<file path="src/rtl/operand_fetch_pkg.sv">
// Shared definitions for the operand fetch path: bus unit-select codes,
// fetch FSM states and the readable-unit decode used by the fetch master.
package operand_fetch_pkg;

   // Unit-select codes carried in the top nibble of a bus address.
   // The data mux decodes the same constants.
   localparam logic [3:0] MAIN_MEM   = 4'd0;
   localparam logic [3:0] REGISTER   = 4'd1;
   localparam logic [3:0] INSTR_MEM  = 4'd2;
   localparam logic [3:0] MATRIX_ALU = 4'd3;
   localparam logic [3:0] INT_ALU    = 4'd4;
   localparam logic [3:0] EXECUTE    = 4'd5;

   // Width of the read-latency counter; bounds the legal read latency to 7.
   localparam int CNT_W = 3;

   typedef enum logic [1:0] {
      IDLE = 2'd0,
      RD_A = 2'd1,
      RD_B = 2'd2,
      DONE = 2'd3
   } fetch_state_t;

   // Only units that sit behind the data mux can be read. The register
   // file has a unit code but is not on the mux, so it is unreadable.
   function automatic logic is_readable_unit(input logic [3:0] unit_sel);
      case (unit_sel)
         MAIN_MEM, INSTR_MEM, MATRIX_ALU, INT_ALU, EXECUTE: return 1'b1;
         default:                                           return 1'b0;
      endcase
   endfunction

endpackage

</file>
<file path="src/rtl/operand_fetch_read_latency_counter.sv">
// Counts the cycles of one bus read and flags the cycle in which the data
// mux output is valid (count == READ_LAT).
module read_latency_counter
   import operand_fetch_pkg::*;
#(
   parameter int READ_LAT = 2
)
(
   input  logic Clk,
   input  logic nReset,
   input  logic clear,
   input  logic inc,
   output logic done
);

   logic [CNT_W-1:0] count_reg;

   // Count register: clear wins over increment so the next read starts at 0.
   always_ff @(posedge Clk) begin
      if (!nReset) begin
         count_reg <= '0;
      end else if (clear) begin
         count_reg <= '0;
      end else if (inc) begin
         count_reg <= count_reg + 1'b1;
      end
   end

   assign done = (count_reg == CNT_W'(READ_LAT));

endmodule

</file>
<file path="src/rtl/operand_fetch.sv">
// Bus read master downstream of the data mux. Takes a one- or two-operand
// fetch request, performs back-to-back reads with a fixed latency and
// presents the captured operands to the ALU issue stage via valid/ready.
module operand_fetch
   import operand_fetch_pkg::*;
#(
   parameter int READ_LAT = 2,
   parameter int ADDR_W   = 16,
   parameter int DATA_W   = 256
)
(
   input  logic              Clk,
   input  logic              nReset,
   input  logic              ReqValid,
   output logic              ReqReady,
   input  logic [ADDR_W-1:0] ReqSrcA,
   input  logic [ADDR_W-1:0] ReqSrcB,
   input  logic              ReqTwoOps,
   output logic              nRead,
   output logic [ADDR_W-1:0] address,
   input  logic [DATA_W-1:0] DataMuxOut,
   output logic              OpValid,
   input  logic              OpReady,
   output logic [DATA_W-1:0] OperandA,
   output logic [DATA_W-1:0] OperandB,
   output logic              AddrErr
);

   // The 3-bit counter can only reach latencies up to 7.
   if (READ_LAT < 1 || READ_LAT > 7) begin : g_lat_check
      $error("operand_fetch: READ_LAT out of range 1..7");
   end

   fetch_state_t      state_reg, state_next;
   logic [ADDR_W-1:0] src_a_reg, src_b_reg;
   logic              two_ops_reg;
   logic [DATA_W-1:0] op_a_reg, op_b_reg;
   logic              addr_err_reg;
   logic              req_bad;
   logic              cnt_inc, cnt_clr, cnt_done;

   // A request is rejected up front if any address it actually uses is unreadable.
   assign req_bad = !is_readable_unit(ReqSrcA[ADDR_W-1 -: 4]) ||
                    (ReqTwoOps && !is_readable_unit(ReqSrcB[ADDR_W-1 -: 4]));

   read_latency_counter #(
      .READ_LAT (READ_LAT)
   ) u_lat_cnt (
      .Clk    (Clk),
      .nReset (nReset),
      .clear  (cnt_clr),
      .inc    (cnt_inc),
      .done   (cnt_done)
   );

   // State register plus request latching and operand capture.
   always_ff @(posedge Clk) begin
      if (!nReset) begin
         state_reg    <= IDLE;
         src_a_reg    <= '0;
         src_b_reg    <= '0;
         two_ops_reg  <= 1'b0;
         op_a_reg     <= '0;
         op_b_reg     <= '0;
         addr_err_reg <= 1'b0;
      end else begin
         state_reg <= state_next;
         case (state_reg)
            IDLE: begin
               if (ReqValid) begin
                  src_a_reg    <= ReqSrcA;
                  src_b_reg    <= ReqSrcB;
                  two_ops_reg  <= ReqTwoOps;
                  op_a_reg     <= '0;
                  op_b_reg     <= '0;
                  addr_err_reg <= req_bad;
               end
            end
            RD_A: if (cnt_done) op_a_reg <= DataMuxOut;
            RD_B: if (cnt_done) op_b_reg <= DataMuxOut;
            DONE: if (OpReady) addr_err_reg <= 1'b0;
            default: ;
         endcase
      end
   end

   // Next-state logic and bus/handshake output decode.
   always_comb begin
      state_next = state_reg;
      ReqReady   = 1'b0;
      nRead      = 1'b1;
      address    = '0;
      OpValid    = 1'b0;
      cnt_inc    = 1'b0;
      cnt_clr    = 1'b0;
      case (state_reg)
         IDLE: begin
            // Not ready while reset is asserted, even though state is already IDLE.
            ReqReady = nReset;
            if (ReqValid) state_next = req_bad ? DONE : RD_A;
         end
         RD_A: begin
            nRead   = 1'b0;
            address = src_a_reg;
            if (cnt_done) begin
               cnt_clr    = 1'b1;
               state_next = two_ops_reg ? RD_B : DONE;
            end else begin
               cnt_inc = 1'b1;
            end
         end
         RD_B: begin
            nRead   = 1'b0;
            address = src_b_reg;
            if (cnt_done) begin
               cnt_clr    = 1'b1;
               state_next = DONE;
            end else begin
               cnt_inc = 1'b1;
            end
         end
         DONE: begin
            OpValid = 1'b1;
            if (OpReady) state_next = IDLE;
         end
         default: state_next = IDLE;
      endcase
   end

   assign OperandA = op_a_reg;
   assign OperandB = op_b_reg;
   assign AddrErr  = addr_err_reg;

endmodule

</file>
<file path="config.mk">
export PLATFORM = sky130hd
export DESIGN_NAME = operand_fetch
export DESIGN_NICKNAME = d
export VERILOG_FILES = /design/src/rtl/operand_fetch_pkg.sv /design/src/rtl/operand_fetch_read_latency_counter.sv /design/src/rtl/operand_fetch.sv
export SDC_FILE = /design/constraint.sdc
export NUM_CORES = 1
export LEC_CHECK = 0
export BUFFER_PORTS_ARGS = -buffer_cell sky130_fd_sc_hd__buf_2
export CORE_AREA = 2 2 321 323
export CTS_BUF_LIST = sky130_fd_sc_hd__clkbuf_4
export CTS_CLUSTER_SIZE = 10
export DETAILED_ROUTE_END_ITERATION = 6
export DIE_AREA = 0 0 323 325
export PLACE_DENSITY_LB_ADDON = 0.2
export SYNTH_ARGS = -nofsm -noshare
export SYNTH_HDL_FRONTEND = slang
export SYNTH_HIERARCHICAL = 1
export SYNTH_SLANG_ARGS = --single-unit
</file>
<file path="constraint.sdc">
create_clock -name Clk -period 2.9 [get_ports Clk]
set_clock_uncertainty 0.1 [all_clocks]
set_input_delay 0.58 -clock Clk [delete_from_list [all_inputs] [get_ports Clk]]
set_output_delay 0.58 -clock Clk [all_outputs]
set_load 0.03 [all_outputs]
</file>
==> impl_metrics.yaml, run 1 <==
layout:
  final_layout_size_suffix_gt1_share_pct: 40.5
  layout.cell_area.non_filler_um2: 32200
  finalNonFillerCells: 4916
  area_growth_syn_to_layout_pct: 55.1
  fin_nets: 3739
  fillers: 10900
power:
  power.static_leakage_nw: 13.5
  report.power.total_mw: 25.8
  share_comb_of_total_power_pct: 37.3
  power.sequential.fraction_pct: 33.6
  internal-power_mw: 15.2
  netSwitchingFraction_pct: 40.9
  clockPowerShare_pct: 29.1
  p_switching_mw: 10.5
  powerDensity_nw_per_um2: 801
  worst_voltage_drop_across_the_vdd_grid_v: 0.000554
clock_network:
  cts.sink_count: 551
  worst_skew_pair.late_latency_ns: 1.00
  ctsLongestPathBuffers: 3
  tritoncts: "done"
  cts-htree-levels: 4
  worst_setup_hold_path_clk_slew_ns: 0.06
  numCtsBuffers: 162
  cts-root-buf: "clkbuf_4"
placed_design:
  port-buffer-count: 824
  place_area_um2: 26400
  gpl.final_weighted_congestion: 0.787
  place.detailed.instances: 4307
  detailed_placer_s_ending_hpwl_um: 63500
floorplanning:
  chipHeight_um: 325
  die_area_um2: 105000
  width_of_the_die_um: 323
  floorplan.initialDensity_pct: 20.5
  fp-row-count: 117
  core_area_um2: 101000
  top_level_ports: 825
detailed_routing:
  route.antenna.remaining_nets: 0
  dr.first_iter.drc_count: 1059
  drt_wl_total_um: 90100
  avgRoutedWirePerCell_um: 18.3
  route.vias.total: 21200
  remaining_drc_errors: 0
  route.detailed.vias_per_inst: 4.31
  drt_pass1_iterations: 6
sta:
  rsz0062_at_grt: "true"
  final-hold-violation-count: 0
  final_max_slew_viol_count: 0
  finalSetupViolations: 10
  max_slew_margin_pct: 48.5
  tightestPinTransition_ns: 0.772
  finalHoldWorstSlack_ns: 0.278
  finalCritPeriodShare_pct: 101
  final.min_clock_period_ns: 2.94
  timing.final.ws_setup_ns: -0.0426
  clock.fmax_mhz: 340
  setup-tns-final_ns: -0.144
critical_path:
  crit_path_end_kind: "output pin"
  crit_slowest_cell: "dfxtp_4"
  crit_path_max_cell_delay_ns: 0.38
  crit_arrival_ns: 2.26
  crit_path_max_fanout: 7
  critPathBufInv: 4
  cell_type_group_with_the_largest_total_delay_on_the_critical_path: "buffers and inverters"
  timing.critical_path.cells: "inv_4 -> ha_4 -> clkinv_8 -> buf_12 -> nor2_4 -> buf_6"
  criticalPathCategory: "reg2out"
  critPathLaunchType: "flip-flop"
  timing.critical_path.required_ns: 2.22
synthesis:
  syn_area_per_cell_um2: 9.29
  synth.cell_area_um2: 20700
  proportion_of_synthesized_chip_area_in_sequential_cells_pct: 53.2
  synth.ff_latch_count: 551
  synthesis.instances: 2232
  yosysUniqueCellTypes: 39
  synthesis.nets: 2532
  syn_warnings: 6
global_route:
  grt_pass1_vias: 21600
  antenna_found_initial: 6
  grt_use_total_pct: 16.4
  global_route.overflow_total: 0
  largest_net_degree_at_the_start_of_global_routing: 88
  grt_pass1_wl_um: 133000
run_status:
  outcome: "complete, but fails checks"
  failing_checks: "negative setup slack"
flow_run:
  maxCapViolCount: 0
min_path:
  holdCritPathClass: "in2reg"
==> metrics by stage <==
stage	utilization, %	worst slack (ns)
6_report	31.8	-0.0426
5_1_grt	31.8	-0.269
4_1_cts	31.7	-0.241
3_5_place_dp	26.0	0.321
3_3_place_gp	26.0	0.320
2_1_floorplan	-	0.468
==> cell usage after synthesis, drive strengths merged <==
| library cell | n | share of area [%] |
|---|---|---|
| nand2 | 325 | 5.9 |
| a211oi | 1 | 0.036 |
| xnor2 | 1 | 0.042 |
| nand3 | 257 | 11 |
| inv | 5 | 0.090 |
| nor4bb | 1 | 0.048 |
| nand2b | 2 | 0.097 |
| a22oi | 272 | 9.8 |
| ha | 7 | 0.42 |
| a21boi | 1 | 0.036 |
| nor3b | 2 | 0.072 |
| nand3b | 1 | 0.036 |
| buf | 135 | 4.9 |
| a21oi | 293 | 7.1 |
| dfxtp | 551 | 53 |
| o221ai | 1 | 0.042 |
| or3 | 1 | 0.030 |
| o21ai | 2 | 0.048 |
| o31ai | 2 | 0.072 |
| clkbuf | 80 | 1.4 |
| o211ai | 1 | 0.036 |
| a21bo | 1 | 0.048 |
| nor2b | 2 | 0.060 |
| and3 | 1 | 0.030 |
| clkinv | 1 | 0.018 |
| nor2 | 278 | 5.0 |
| and2 | 4 | 0.12 |
| or3b | 1 | 0.042 |
| o41ai | 1 | 0.042 |
| mux2 | 2 | 0.13 |
==> power groups by stage <==
stage | logic, mW | clock network [mW] | registers (mW)
2_1_floorplan | 4.85 | 0 | 9.91
3_3_place_gp | 8.84 | 0 | 8.80
3_5_place_dp | 8.80 | 0 | 8.81
4_1_cts | 9.72 | 7.80 | 8.67
5_1_grt | 10.3 | 8.21 | 8.74
6_report | 9.60 | 7.49 | 8.67
==> cell usage in the layout (no fill, tap or decap), types with 14 or more instances in the layout <==
cell and count:
nand3_2 200, buf_12 34, a21oi_1 293, nand2_1 323, a22oi_1 257, dlygate4sd3_1 320
nor2_1 264, clkbuf_4 234, dfxtp_1 549, nand3_1 57, clkinv_1 14, buf_4 76
buf_2 805, a22oi_2 15, buf_6 18
==> timing repair <==
item	CTS	global route
endpoints found under the hold margin	551	0
setup buffers	14	0
pin swaps	25	11
resized for setup	83	19
cloned	2	0
setup endpoints to repair	18	17
hold buffers	320	0
==> worst paths after layout <==
path / end / startpoint / slack, ns / depth (start not counted)
worst min register to register: OperandA[65] / OperandA[65] / 0.34 / 2
worst max-delay path: address[13] / state_reg[0] / -0.04 / 6
worst max register to register: OperandB[55] / u_lat_cnt/count_reg[0] / 0.19 / 10
worst min-delay path: OperandB[235] / DataMuxOut[235] / 0.28 / 4
==> area by class of cell <==
class	count	area [um^2]	share of cell area, %
antenna	10	25.0	0.0778
clock buffer	233	1750	5.44
clock inverter	30	243	0.754
inverter	6	47.5	0.148
multi-input combinational	1460	8580	26.7
sequential	551	11000	34.3
tap	1368	1710	5.32
timing repair buffer	1258	8780	27.3
==> metal layers <==
layer	vias up	routed length, um	global-route usage, %
li1	10200	-	-
met3	160	6140	4.73
met1	10000	37200	19.4
met5	-	7	0
met4	2	2640	6.32
met2	747	44100	28.0
==> worst reg2reg max path: stages, from the launching register on <==
cell and delay [ns]:
dfxtp_1 0.33, inv_1 0.06, ha_1 0.12, nor2b_1 0.39, mux2_2 0.29, nand2_4 0.09, buf_12 0.19, buf_12 0.24
a22oi_1 0.19, nor2_1 0.05, dlygate4sd3_1 0.56
==> kinds of logic after synthesis <==
logic type / after synthesis / synth area share [%]
buf+inv: 221 / 6.46
xor+xnor: 1 / 0.0422
fa+ha+maj: 7 / 0.422
mux: 2 / 0.127
flops: 551 / 53.2
compound gates: 575 / 17.3
simple gates: 875 / 22.5
No activity file was read; power rests on OpenSTA's default activity.
==> run 2: changes to the inputs <==
==> constraint.sdc (replaced) <==
create_clock -name Clk -period 3.6 [get_ports Clk]
set_clock_uncertainty 0.1 [all_clocks]
set_input_delay 0.72 -clock Clk [delete_from_list [all_inputs] [get_ports Clk]]
set_output_delay 0.72 -clock Clk [all_outputs]
set_load 0.03 [all_outputs]
==> impl_metrics.yaml, run 2 (same netlist as run 1, synthesis figures left out) <==
run_status:
  outcome: "completed"
detailed_routing:
  route.antenna.remaining_nets: 0
  route.detailed.vias_per_inst: 4.30
  dr.first_iter.drc_count: 1177
  drt_pass1_iterations: 5
  avgRoutedWirePerCell_um: 18.6
  remaining_drc_errors: 0
  drt_wl_total_um: 90300
  route.vias.total: 20900
sta:
  tightestPinTransition_ns: 0.856
  clock.fmax_mhz: 298
  finalSetupViolations: 0
  final_max_slew_viol_count: 0
  final.min_clock_period_ns: 3.35
  final-hold-violation-count: 0
  timing.final.ws_setup_ns: 0.249
  max_slew_margin_pct: 42.9
  finalCritPeriodShare_pct: 93.1
critical_path:
  critical_path.reg2reg.startpoint: "state_reg[1]"
  cp.depth: 6
  cell_type_group_with_the_largest_total_delay_on_the_critical_path: "buffers and inverters"
  timing.critical_path.required_ns: 2.78
  crit_slowest_cell: "dfxtp_2"
  cp-startpoint: "state_reg[0]"
  worst_r2r_path_depth: 9
  criticalPathCategory: "reg2out"
  critPathBufInv: 4
  crit_path_max_cell_delay_ns: 0.38
  crit_path_max_fanout: 17
  critPathLaunchType: "flip-flop"
  crit_path_end_kind: "output pin"
  crit_arrival_ns: 2.53
  timing.critical_path.cells: "inv_1 -> ha_1 -> clkinv_1 -> buf_6 -> nor2_1 -> buf_2"
power:
  worst_voltage_drop_across_the_vdd_grid_v: 0.000461
  power.static_leakage_nw: 13.1
  report.power.total_mw: 20.3
  powerDensity_nw_per_um2: 651
clock_network:
  cts.sink_count: 551
  numCtsBuffers: 164
  tritoncts: "done"
  worst_skew_pair.late_latency_ns: 1.04
  cts-root-buf: "clkbuf_4"
  worst_setup_hold_path_clk_slew_ns: 0.07
  ctsLongestPathBuffers: 3
  cts-htree-levels: 4
floorplanning:
  width_of_the_die_um: 323
  floorplan.initialDensity_pct: 20.5
  die_area_um2: 105000
  core_area_um2: 101000
  chipHeight_um: 325
  fp-row-count: 117
  top_level_ports: 825
flow_run:
  maxCapViolCount: 0
layout:
  area_growth_syn_to_layout_pct: 50.2
  fin_nets: 3678
  finish.utilization_pct: 30.7
  fillers: 11100
  final_layout_size_suffix_gt1_share_pct: 39.1
  layout.cell_area.non_filler_um2: 31100
  leading_cell_types_in_the_layout_fill_and_taps_excluded: "buf_2, dfxtp_1, nand2_1"
  mostFrequentLayoutCell: "buf_2"
global_route:
  grt_use_total_pct: 16.5
  grt_pass1_vias: 21200
  grt_pass1_wl_um: 134000
  antenna_found_initial: 11
  global_route.overflow_total: 0
  largest_net_degree_at_the_start_of_global_routing: 100
placed_design:
  place_area_um2: 26100
  gpl.final_weighted_congestion: 0.779
  place_ws_ns: 0.763
  detailed_placer_s_ending_hpwl_um: 62600
  port-buffer-count: 824
min_path:
  holdCritStartpoint: "OperandA[85]"
  worst_hold_path_cells: 2
  holdCritPathClass: "reg2reg"
## run 2: changes by cell type in the layout (fill, tap and decap cells not counted), sizes merged
cell / change
buf: -35
bufbuf: -1
clkinvlp: -2
clkbuf: -5
clkinv: +14
dlygate4sd3: -27
## run 2: area by class of cell
| cell class | count | area (um^2) | share of cell area [%] |
|---|---|---|---|
| flip-flops and latches | 551 | 11000 | 35.4 |
| multi-input cells | 1460 | 8420 | 27.0 |
| clock buffers | 228 | 1710 | 5.50 |
| inverters | 6 | 30.0 | 0.0964 |
| repair buffers | 1195 | 7930 | 25.5 |
| clock inverters | 42 | 289 | 0.928 |
| diodes | 10 | 25.0 | 0.0803 |
| well taps | 1368 | 1710 | 5.50 |
## run 2: metrics by stage
step,cells,hold slack [ns],setup TNS (ns)
6_report,4860,0.344,0
3_3_place_gp,4286,0.336,0
3_5_place_dp,4286,0.340,0
4_1_cts,4850,0.184,0
5_1_grt,4859,0.208,-0.503
2_1_floorplan,2232,0.336,0
## run 2: worst register-to-register path, cell delays in order, from the launching register on
cell and delay [ns]:
dfxtp_2 0.34, inv_1 0.12, ha_4 0.27, buf_8 0.21, mux2_4 0.19, and2_4 0.18, buf_12 0.34, buf_4 0.40
nand3_2 0.09, a21oi_1 0.17
## run 2: timing repair
item | 4_1_cts | 5_1_grt
pin swaps | 1 | 0
buffers inserted | 1 | 0
hold endpoints to repair | 550 | 0
endpoints found under the setup margin | 16 | 16
gates resized for setup | 10 | 2
hold buffers | 293 | 0
## run 2: path summary, 6_finish.rpt
| path | to | slack [ns] |
|---|---|---|
| max reg2reg | OperandA[173] | 1.09 |
| max | address[7] | 0.25 |
| min | OperandA[85] | 0.34 |
| min reg2reg | OperandA[85] | 0.34 |
## run 2: layer usage
metal  GRT usage [%]  up-vias  share of wire (%)
met2            28.5      774                 49
met5               0        -              0.014
li1                -    10100                  -
met1            19.1     9834                 41
met4            6.25        2                2.5
met3            5.03      142                7.6
## run 2: power breakdown
part	internal, mW	leakage [nW]	switching [mW]
clock	3.18	1.20	2.90
combinational	1.98	7.42	5.29
sequential	6.66	4.45	0.293
total	11.8	13.1	8.47
